--- config.mk ---
export PLATFORM = sky130hd
export DESIGN_NAME = xg_mem_arbiter_flat
export DESIGN_NICKNAME = d
export VERILOG_FILES = /design/src/rtl/xg_mem_pkg.sv /design/src/rtl/xg_mem_arbiter_if.sv /design/src/rtl/xg_rr_pick.sv /design/src/rtl/xg_mem_arbiter.sv /design/src/flat_wrapper.sv
export SDC_FILE = /design/constraint.sdc
export NUM_CORES = 1
export LEC_CHECK = 0
export ABC_AREA = 1
export CORE_UTILIZATION = 41
export CTS_BUF_LIST = sky130_fd_sc_hd__clkbuf_8
export CTS_CLUSTER_DIAMETER = 60
export DETAILED_ROUTE_END_ITERATION = 10
export PLACE_DENSITY = 0.88
export SLEW_MARGIN = 20
export SYNTH_ARGS = -nofsm -noshare
export SYNTH_HDL_FRONTEND = slang
export SYNTH_SLANG_ARGS = --single-unit
--- constraint.sdc ---
create_clock -name clk_sys -period 2 [get_ports clk_sys]
set_input_delay 0.4 -clock clk_sys [delete_from_list [all_inputs] [get_ports clk_sys]]
set_output_delay 0.4 -clock clk_sys [all_outputs]
set_load 0.05 [all_outputs]
--- src/rtl/xg_mem_pkg.sv ---
// Shared types and defaults for the SDRAM burst-port arbiter.
// Default widths, the arbiter state type and a one-hot decode helper.
package xg_mem_pkg;

  localparam int NUM_PORTS_DEF      = 3;
  localparam int ADDR_W_DEF         = 17;
  localparam int VID_MAX_CONSEC_DEF = 4;
  localparam int TIMEOUT_CYCLES_DEF = 255;

  localparam logic [1:0] BURST_LAST_OFFSET = 2'd3;

  typedef enum logic [1:0] {
    ST_IDLE,
    ST_ISSUE,
    ST_BURST,
    ST_GAP
  } arb_state_t;

  // Index of the set bit in a one-hot vector of up to 8 requesters.
  function automatic logic [2:0] onehot_idx(input logic [7:0] oh);
    onehot_idx = 3'd0;
    for (int i = 0; i < 8; i++) begin
      if (oh[i]) onehot_idx = 3'(i);
    end
  endfunction

endpackage

--- src/rtl/xg_mem_arbiter_if.sv ---
// Requester-side bus of the burst-port arbiter: request capture, beat
// steering and completion, bundled per port as flat vectors.
interface xg_mem_arbiter_if #(
  parameter int NUM_PORTS = 3,
  parameter int ADDR_W    = 17
);
  logic [NUM_PORTS-1:0]        port_req;
  logic [NUM_PORTS-1:0]        port_wren;
  logic [NUM_PORTS*ADDR_W-1:0] port_addr;
  logic [NUM_PORTS*16-1:0]     port_wdata;
  logic [NUM_PORTS-1:0]        port_ack;
  logic [NUM_PORTS-1:0]        port_ready;
  logic [1:0]                  port_offset;
  logic [NUM_PORTS-1:0]        port_done;
  logic [15:0]                 port_rdata;

  modport master (
    output port_req, port_wren, port_addr, port_wdata,
    input  port_ack, port_ready, port_offset, port_done, port_rdata
  );

  modport slave (
    input  port_req, port_wren, port_addr, port_wdata,
    output port_ack, port_ready, port_offset, port_done, port_rdata
  );
endinterface

--- src/rtl/xg_rr_pick.sv ---
// Combinational round-robin picker: first set bit of pending at or after
// ptr, scanning upward with wrap; returns a one-hot winner (0 if none).
module xg_rr_pick #(
  parameter int N     = 4,
  parameter int PTR_W = (N > 1) ? $clog2(N) : 1
) (
  input  logic [N-1:0]     pending,
  input  logic [PTR_W-1:0] ptr,
  output logic [N-1:0]     winner
);

  always_comb begin : scan
    int   idx;
    logic found;
    // NOTE: every output of a combinational block gets a default first so no
    // path through the loops leaves it unassigned and infers a latch.
    winner = '0;
    found  = 1'b0;
    idx    = 0;
    for (int i = 0; i < N; i++) begin
      idx = int'(ptr) + i;
      if (idx >= N) idx = idx - N;
      for (int j = 0; j < N; j++) begin
        if (!found && (j == idx) && pending[j]) begin
          winner[j] = 1'b1;
          found     = 1'b1;
        end
      end
    end
  end

endmodule

--- src/rtl/xg_mem_arbiter.sv ---
// Shares the SDRAM controller burst port between NUM_PORTS requesters:
// bounded priority for port 0, round-robin for the rest, burst watchdog.
module xg_mem_arbiter
  import xg_mem_pkg::*;
#(
  parameter int NUM_PORTS      = NUM_PORTS_DEF,
  parameter int ADDR_W         = ADDR_W_DEF,
  parameter int VID_MAX_CONSEC = VID_MAX_CONSEC_DEF,
  parameter int TIMEOUT_CYCLES = TIMEOUT_CYCLES_DEF
) (
  input  logic                 clk_sys,
  input  logic                 rst_n,
  xg_mem_arbiter_if.slave      req_bus,
  output logic [NUM_PORTS-1:0] grant,
  output logic                 err_timeout,
  input  logic                 err_clr,
  output logic                 mem_req,
  output logic                 mem_wren,
  output logic [ADDR_W-1:0]    mem_addr,
  output logic [15:0]          to_mem,
  input  logic                 mem_ready,
  input  logic [1:0]           mem_offset,
  input  logic [15:0]          from_mem
);

  localparam int PTR_W = $clog2(NUM_PORTS);
  localparam int CW    = $clog2(VID_MAX_CONSEC + 1);

  arb_state_t             state;
  logic [NUM_PORTS-1:0]   pending, cap, pend_rr, rr_win, win_oh, release_oh;
  logic [NUM_PORTS-1:0]   ack_q, done_q, lat_wren;
  logic [ADDR_W-1:0]      lat_addr [NUM_PORTS];
  logic [15:0]            wdata    [NUM_PORTS];
  logic [PTR_W-1:0]       rr_ptr, win_idx, gidx;
  logic [CW-1:0]          consec;
  logic [7:0]             wd;
  logic                   others, vid_win, in_burst, burst_end, wd_expire;

  always_comb begin
    for (int k = 0; k < NUM_PORTS; k++) wdata[k] = req_bus.port_wdata[k*16 +: 16];
  end

  assign cap     = req_bus.port_req & ~pending;
  assign pend_rr = pending & ~NUM_PORTS'(1);
  assign others  = |pend_rr;
  assign vid_win = pending[0] && !((consec == CW'(VID_MAX_CONSEC)) && others);

  xg_rr_pick #(.N(NUM_PORTS), .PTR_W(PTR_W)) u_rr_pick (
    .pending (pend_rr),
    .ptr     (rr_ptr),
    .winner  (rr_win)
  );

  assign win_oh  = vid_win ? NUM_PORTS'(1) : rr_win;
  assign win_idx = PTR_W'(onehot_idx(8'(win_oh)));

  assign in_burst   = (state == ST_BURST);
  assign burst_end  = in_burst && mem_ready && (mem_offset == BURST_LAST_OFFSET);
  assign wd_expire  = in_burst && !burst_end && (wd == 8'(TIMEOUT_CYCLES - 1));
  assign release_oh = (burst_end || wd_expire) ? grant : '0;

  // Beat path is combinational so the winner sees each beat in its own cycle.
  assign req_bus.port_ready  = (in_burst && mem_ready) ? grant : '0;
  assign req_bus.port_offset = mem_offset;
  assign req_bus.port_rdata  = from_mem;
  assign req_bus.port_ack    = ack_q;
  assign req_bus.port_done   = done_q;
  assign to_mem              = in_burst ? wdata[gidx] : 16'd0;

  // NOTE: the captured address/direction table is plain datapath qualified by
  // pending, so it is deliberately left out of reset.
  always_ff @(posedge clk_sys) begin
    for (int k = 0; k < NUM_PORTS; k++) begin
      if (cap[k]) begin
        lat_wren[k] <= req_bus.port_wren[k];
        lat_addr[k] <= req_bus.port_addr[k*ADDR_W +: ADDR_W];
      end
    end
  end

  // A capture and a release of different ports on one edge both take effect.
  always_ff @(posedge clk_sys or negedge rst_n) begin
    if (!rst_n) begin
      pending <= '0;
      ack_q   <= '0;
    end else begin
      // NOTE: sequential state uses non-blocking assignments so every flop
      // samples pre-edge values regardless of statement order.
      pending <= (pending & ~release_oh) | cap;
      ack_q   <= cap;
    end
  end

  always_ff @(posedge clk_sys or negedge rst_n) begin
    if (!rst_n) begin
      state       <= ST_IDLE;
      grant       <= '0;
      gidx        <= '0;
      rr_ptr      <= PTR_W'(1);
      consec      <= '0;
      wd          <= '0;
      mem_req     <= 1'b0;
      mem_wren    <= 1'b0;
      mem_addr    <= '0;
      done_q      <= '0;
      err_timeout <= 1'b0;
    end else begin
      done_q  <= '0;
      mem_req <= 1'b0;
      if (wd_expire)    err_timeout <= 1'b1;
      else if (err_clr) err_timeout <= 1'b0;

      case (state)
        ST_IDLE: begin
          if (|pending) begin
            grant    <= win_oh;
            gidx     <= win_idx;
            mem_req  <= 1'b1;
            mem_addr <= lat_addr[win_idx];
            mem_wren <= lat_wren[win_idx];
            state    <= ST_ISSUE;
            if (win_oh[0]) begin
              if (!others)                            consec <= '0;
              else if (consec != CW'(VID_MAX_CONSEC)) consec <= consec + 1'b1;
            end else begin
              consec <= '0;
              rr_ptr <= (win_idx == PTR_W'(NUM_PORTS - 1)) ? PTR_W'(1) : win_idx + 1'b1;
            end
          end
        end
        ST_ISSUE: begin
          wd    <= '0;
          state <= ST_BURST;
        end
        ST_BURST: begin
          if (burst_end) begin
            done_q   <= grant;
            grant    <= '0;
            mem_wren <= 1'b0;
            state    <= ST_GAP;
          end else if (wd_expire) begin
            grant    <= '0;
            mem_wren <= 1'b0;
            state    <= ST_IDLE;
          end else begin
            wd <= wd + 1'b1;
          end
        end
        default: state <= ST_IDLE;
      endcase
    end
  end

endmodule

--- src/flat_wrapper.sv ---
// flat-port wrapper written by rule: the top's interface ports become plain ports
module xg_mem_arbiter_flat import xg_mem_pkg::*;
#(
  parameter int NUM_PORTS      = NUM_PORTS_DEF,
  parameter int ADDR_W         = ADDR_W_DEF,
  parameter int VID_MAX_CONSEC = VID_MAX_CONSEC_DEF,
  parameter int TIMEOUT_CYCLES = TIMEOUT_CYCLES_DEF
)
  (clk_sys, rst_n, grant, err_timeout, err_clr, mem_req, mem_wren, mem_addr, to_mem, mem_ready, mem_offset, from_mem, req_bus_port_req, req_bus_port_wren, req_bus_port_addr, req_bus_port_wdata, req_bus_port_ack, req_bus_port_ready, req_bus_port_offset, req_bus_port_done, req_bus_port_rdata);
  xg_mem_arbiter_if #(.NUM_PORTS(NUM_PORTS), .ADDR_W(ADDR_W)) req_bus_i ();
  input  logic clk_sys;
  input  logic rst_n;
  output logic [NUM_PORTS-1:0] grant;
  output logic err_timeout;
  input  logic err_clr;
  output logic mem_req;
  output logic mem_wren;
  output logic [ADDR_W-1:0] mem_addr;
  output logic [15:0] to_mem;
  input  logic mem_ready;
  input  logic [1:0] mem_offset;
  input  logic [15:0] from_mem;
  input wire logic [$bits(req_bus_i.port_req)-1:0] req_bus_port_req;
  input wire logic [$bits(req_bus_i.port_wren)-1:0] req_bus_port_wren;
  input wire logic [$bits(req_bus_i.port_addr)-1:0] req_bus_port_addr;
  input wire logic [$bits(req_bus_i.port_wdata)-1:0] req_bus_port_wdata;
  output wire logic [$bits(req_bus_i.port_ack)-1:0] req_bus_port_ack;
  output wire logic [$bits(req_bus_i.port_ready)-1:0] req_bus_port_ready;
  output wire logic [$bits(req_bus_i.port_offset)-1:0] req_bus_port_offset;
  output wire logic [$bits(req_bus_i.port_done)-1:0] req_bus_port_done;
  output wire logic [$bits(req_bus_i.port_rdata)-1:0] req_bus_port_rdata;
  assign req_bus_i.port_req = req_bus_port_req;
  assign req_bus_i.port_wren = req_bus_port_wren;
  assign req_bus_i.port_addr = req_bus_port_addr;
  assign req_bus_i.port_wdata = req_bus_port_wdata;
  assign req_bus_port_ack = req_bus_i.port_ack;
  assign req_bus_port_ready = req_bus_i.port_ready;
  assign req_bus_port_offset = req_bus_i.port_offset;
  assign req_bus_port_done = req_bus_i.port_done;
  assign req_bus_port_rdata = req_bus_i.port_rdata;
  xg_mem_arbiter #(.NUM_PORTS(NUM_PORTS), .ADDR_W(ADDR_W), .VID_MAX_CONSEC(VID_MAX_CONSEC), .TIMEOUT_CYCLES(TIMEOUT_CYCLES)) u_core (.clk_sys(clk_sys), .rst_n(rst_n), .req_bus(req_bus_i), .grant(grant), .err_timeout(err_timeout), .err_clr(err_clr), .mem_req(mem_req), .mem_wren(mem_wren), .mem_addr(mem_addr), .to_mem(to_mem), .mem_ready(mem_ready), .mem_offset(mem_offset), .from_mem(from_mem));
endmodule
# --- After elaboration in Yosys (flattened, before gate mapping) ---
# Memory sizes are Yosys's and may differ from the RTL's. A register that Yosys moved wholly into a read port is not among the register bits.
# Index checks and enable logic that the tools add are counted.
classes:
  n_reduce_logical: 38
  n_lt_le_gt_ge: 5
  eq_ne: 18
  n_bitwise: 7
  n_mux: 55
  n_addsub: 8
ops:
  columns: ["op", "n"]
  rows:
  - ["$eq A2 B32 Y1 const A", 3]
  - ["$eq A3 B32 Y1 const A", 3]
  - ["$mux W32", 3]
  - ["$mux W16", 3]
  - ["$mux W3", 11]
  - ["$bmux W16 S2", 1]
  - ["$mux W1", 25]
  - ["$logic_and A1 B1 Y1", 17]
  - ["$mux W8", 2]
  - ["$pmux W8 S2", 1]
  - ["$reduce_and A3 Y1", 4]
  - ["$mux W2", 5]
  - ["$ne A3 B3 Y1 const B", 3]
  - ["$add A8 B1 Y8 const B", 1]
  - ["$eq A8 B8 Y1 const B", 1]
  - ["$logic_not A1 Y1", 8]
  - ["$sub A3 B2 Y4 const B", 2]
  - ["$and A3 B3 Y3", 2]
  - ["$eq A2 B2 Y1 const B", 3]
  - ["$ge A3 B2 Y1 const B", 2]
  - ["$not A3 Y3", 2]
  - ["$pmux W2 S3", 1]
  - ["$pmux W3 S2", 1]
  - ["$reduce_bool A2 Y1", 3]
  - ["22 further kinds", 24]
word_totals:
  output_inout_bits: 66
  mem_count: 1
  ff_bits: 35
  wordCells: 147
  in_bits: 127
  ramBits: 51
mem_list:
  columns: ["name", "words", "width", "rd", "rd_clocked_by_memory_dff", "write_ports", "line", "rtl"]
  rows:
  - ["u_core.lat_addr", 3, 17, 1, 1, 3, "xg_mem_arbiter.sv:32", "logic [ADDR_W-1:0] lat_addr [NUM_PORTS];"]

# --- Longest topological paths before layout ---
logic_depth:
  word_depth: 32
  ltp_mapped: 14
  depth_no_buf: 13

# --- Cells and area by module ---
# Synthesis repeated with hierarchy kept, for this count alone.
hier_totals:
  hier_cells: 538
  hier_area_um2: 5003.5
modules_own_cells:
  columns: ["mod", "seq_area_each_um2", "n_inst", "cells_per_inst", "area_each_um2"]
  rows:
  - ["xg_mem_arbiter", 2849.0, 1, 504, 4837.1]
  - ["xg_rr_pick", 0.0, 1, 34, 166.4]

# --- Worst setup path before layout ---
# No wires, ideal clock.
synth_timing:
  kind: "reg2out"
  startpoint: "reg u_core.gidx[0]"
  endpoint: "out to_mem[0]"
  setup_slack_ns: -0.272
  required_ns: 1.600
  path_stages_with_launch: 6
  n_path_buf: 2
  arrival_ns: 1.872
  cell_sequence: "dfrtp_1 > clkbuf_1 > nor2_1 > buf_2 > nand2_1 > a21oi_1"
synth_between:
  elab_chain_cells: 5
synth_lines:
  columns: ["item", "line", "rtl"]
  rows:
  - ["from (decl)", "xg_mem_arbiter.sv:34", "logic [PTR_W-1:0] rr_ptr, win_idx, gidx;"]
  - ["from (signal assigned)", "xg_mem_arbiter.sv:117", "gidx <= win_idx;"]
  - ["$not A2 Y3 (implied by the code)", "xg_mem_arbiter.sv:68", "assign to_mem = in_burst ? wdata[gidx] : 16'd0;"]
  - ["$bmux W16 S2", "xg_mem_arbiter.sv:68", null]
  - ["$mux W16 (implied by the code) (2 in series)", "xg_mem_arbiter.sv:68", null]
  - ["$mux W16", "xg_mem_arbiter.sv:68", null]
  - ["to (decl)", "flat_wrapper.sv:19", "output logic [15:0] to_mem;"]
# Every way passes these cells. The select of a mux whose other input is x is not followed.

# --- Final worst setup path ---
layout_timing:
  startpoint: "reg u_core.gidx[0]"
  endpoint: "out to_mem[13]"
# The elaborated chain is that of the path after synthesis.

==> impl_results.md <==
* Register-to-register setup slack at about 0.050 ns
* Reg2Reg Launch Point: u_core.rr_ptr[0]
* Max-slew violations at 0
* Max incr delay on CP at 0.46 ns
* Hold Path Sink: u_core.mem_addr[2]
* H-tree Lvls at 3
* Tmin final at 2.052 ns
* Fin area at 7531 sq um
* Ant diodes at 0
* Core box area at 11,960 sq um
* Worst-Margin Slew at 0.5248 ns
* Final worst-path cycle share at 102.6%
* Total of flip-flops plus latches after synthesis at 103
* Leak pwr at 3.201 nW
* Max-slew headroom at 64.90%
* CTS Buf Count at 9
* Status: finished with violations
* Setup-failing EPs final at 12
* Via count at 4,337
* TritonRoute pass-1 iters at 7
* Number of flops mapped to enable cells by yosys at 54
* Count leader, synth: nand2_1
* Fill count at 934
* Total global-route track usage at between 20% and 30%
* Prevailing post-synth register cell: edfxtp_1
* Via density at around 5
* Synth area leader: edfxtp_1
* Setup slack after placement at -0.1142 ns
* Placement Rows at 40
* GP Congestion at 0.8439
* Post-route setup TNS at -0.3392 ns
* Path depth of the worst reg2reg path at 11
* Crit path launch type: flip-flop
* RSZ-0062 raised after global routing: true
* Post-DP HPWL at 9746 microns
* Drt drc at 0
* Die height at 112.7 microns
* Syn Nets at 675
* GR Overflow Total at 0
* Initial DRC count at 271
* Syn avg cell area at 9.320 sq um
* Vias in the first global route at 4,487
* Ports at 193
* Failing checks: setup timing
* Fin. Hold Viols at 0
* Syn. warnings at 0
* Commonest cells post-synth: 124 x nand2_1, 54 x edfxtp_1, 51 x nor2_1, 50 x inv_1, 48 x dfrtp_1
* Syn-to-layout area delta at 49.91%
* CTS Buffer Depth at 2
* Hold path start: u_core.mem_addr[2]
* Initial core utilization at 42.00%
* Syn Inst Count at 539
* Clk Latency, worst-skew pair at 0.36 ns
* Final setup margin at -0.05246 ns
* Clock Skew at 0.01143 ns
* Wire per inst at 16.28 microns
* Max-cap violations at 0
* Total Wirelength at around 14,000 microns
* Cell variety after synth at 33
* Worst min path class: reg -> reg
* Placed inst area at 6965 sq um
* Worst Setup End Kind: output port
* Crit path cell chain: buf_6 > buf_6 > nor2_1 > nor2_1 > o21ai_1 > a21oi_2 > buf_12
* CP max FO at 7
* First-pass GRT wire length at 21,750 microns
* Seq/Total Area, Yosys at a little under three fifths
* Hold path cells at 2
* Die footprint at 12,700 sq um
* CP Class: reg -> out
* PwrDens at 1453 nW/um^2
* Largest net degree at the start of global routing at 24
* Synthesized area at 5024 sq um
* Top cells by area, synth: edfxtp_1 32%, dfrtp_1 24%, nand2_1 9.3%, nand3_1 4.5%, o21ai_0 4.0%
* Post-route ant nets at 0
* Die X at between 100 and 150 microns
* Layout cells sized above 1 at 20.76%
* Root buffer cell: clkbuf_8
* Critical Path RT at 1.60 ns
* Buffers added on ports at 160
* Antenna violations before repair at 0
* FMAX at 0.4872 GHz
* Reg-to-reg endpoint: u_core.mem_addr[3]
* CP max stage cell: dfrtp_2
* Clock transition at the registers of the reported paths at 0.10 ns
* Critical Path AT at 1.65 ns
* Share of the synthesized area in the top cell type at about a third
* VDD IR-drop max at 0.7316 mV
* Post-layout nets at 839
* Asr flop ratio synth at 47.57%
* CTS tree: yes
* Clk sinks at between 100 and 150
power by group:
group          total, W  leakage, nW  switching, W  internal [W]
logic           0.00642         1.99       0.00397       0.00245
clock network   0.00134        0.106      0.000741      0.000595
registers       0.00319         1.11      0.000380       0.00281
kinds of logic (layout without fill, tap and decap cells):
logic type               after synthesis  count (layout)  share of synthesized area (%)
AO/OA/AOI/OAI                         81              81                          8.743
adder cells (fa/ha/maj)                9               9                          2.242
flip-flops                           103             103                          56.71
XOR/XNOR                               1               1                         0.1744
buffers and inverters                 97             265                          9.987
AND/OR/NAND/NOR                      248             249                          22.14
stage by stage:
| step | util [%] | total power (W) | instances | hold slack, ns |
|---|---|---|---|---|
| floorplan | - | 0.006965 | 539 | 0.1044 |
| global placement | 58.23 | 0.008766 | 829 | 0.3846 |
| detailed placement | 58.23 | 0.008944 | 829 | 0.3902 |
| CTS | 62.08 | 0.01070 | 854 | 0.4843 |
| global route | 62.96 | 0.01163 | 855 | 0.5160 |
| finish | 62.96 | 0.01094 | 855 | 0.4871 |
cells in the final DEF (no fill, tap or decap), types with 5 or more instances in the layout:
cell / instances
buf_6: 5
o21ai_1: 24
nor2_4: 5
clkbuf_8: 9
o21ai_2: 5
nor2_2: 7
edfxtp_1: 54
dfrtp_1: 46
ha_1: 7
nand4_1: 5
o21ai_0: 25
inv_1: 49
nor2_1: 41
nand3_1: 44
or2_2: 5
nand2_1: 121
buf_4: 22
nand3_2: 11
buf_12: 29
inv_2: 6
clkdlybuf4s50_1: 129
a21oi_2: 13
timing repair:
action | CTS | global route
pin swaps | 15 | 14
endpoints found under the hold margin | 10 | 0
resized for setup | 55 | 27
hold buffers | 1 | 0
cloned | 3 | 0
endpoints found under the setup margin | 37 | 41
buffers inserted | 6 | 2
worst max-delay path by stage:
stage                                     start                 end  slack [ns]  depth (start not counted)
after floorplan                  u_core.gidx[0]           to_mem[0]       -0.27                          5
after global placement    req_bus_port_wdata[2]           to_mem[2]       -0.03                          7
after detailed placement       u_core.rr_ptr[0]  u_core.mem_addr[6]       -0.11                         10
after CTS                        u_core.gidx[0]          to_mem[13]       -0.05                          7
after global routing             u_core.gidx[0]           to_mem[4]       -0.11                          6
final                            u_core.gidx[0]          to_mem[13]       -0.05                          7
area by class of cell:
class,instances,area [sq um],area share (%)
timing repair buffer,192,2183,28.99
clock buffer,9,123.9,1.645
clock inverter,7,77.57,1.030
inverter,57,220.2,2.924
sequential,103,2851,37.86
multi-input combinational,340,1891,25.10
tap,147,183.9,2.442
flip-flops by register name (all words and copies together) (netlist names), 3 cells and up:
signal                    flops
u_core.consec                 3
u_core.grant                  3
u_core.lat_addr              51
u_core.lat_wren               3
u_core.mem_addr              17
u_core.pending                3
u_core.req_bus.port_ack       3
u_core.req_bus.port_done      3
u_core.wd                     8
critical path: cells and delay by family (launching register included):
family / cells / cell delay, ns
DFF: 1 / 0.46
buffers and inverters: 3 / 0.44
AOI/OAI and AO/OA: 2 / 0.27
and+or+nand+nor: 2 / 0.13
metal layers:
metal  track usage (%)  share of wire (%)  vias up
met1             25.09                 38     2044
met5                 0                  0        -
met3             4.178                6.4       33
li1                  -                  -     2073
met4             8.089                2.8        0
met2             41.73                 53      187
No activity file was read; power rests on OpenSTA's default activity.
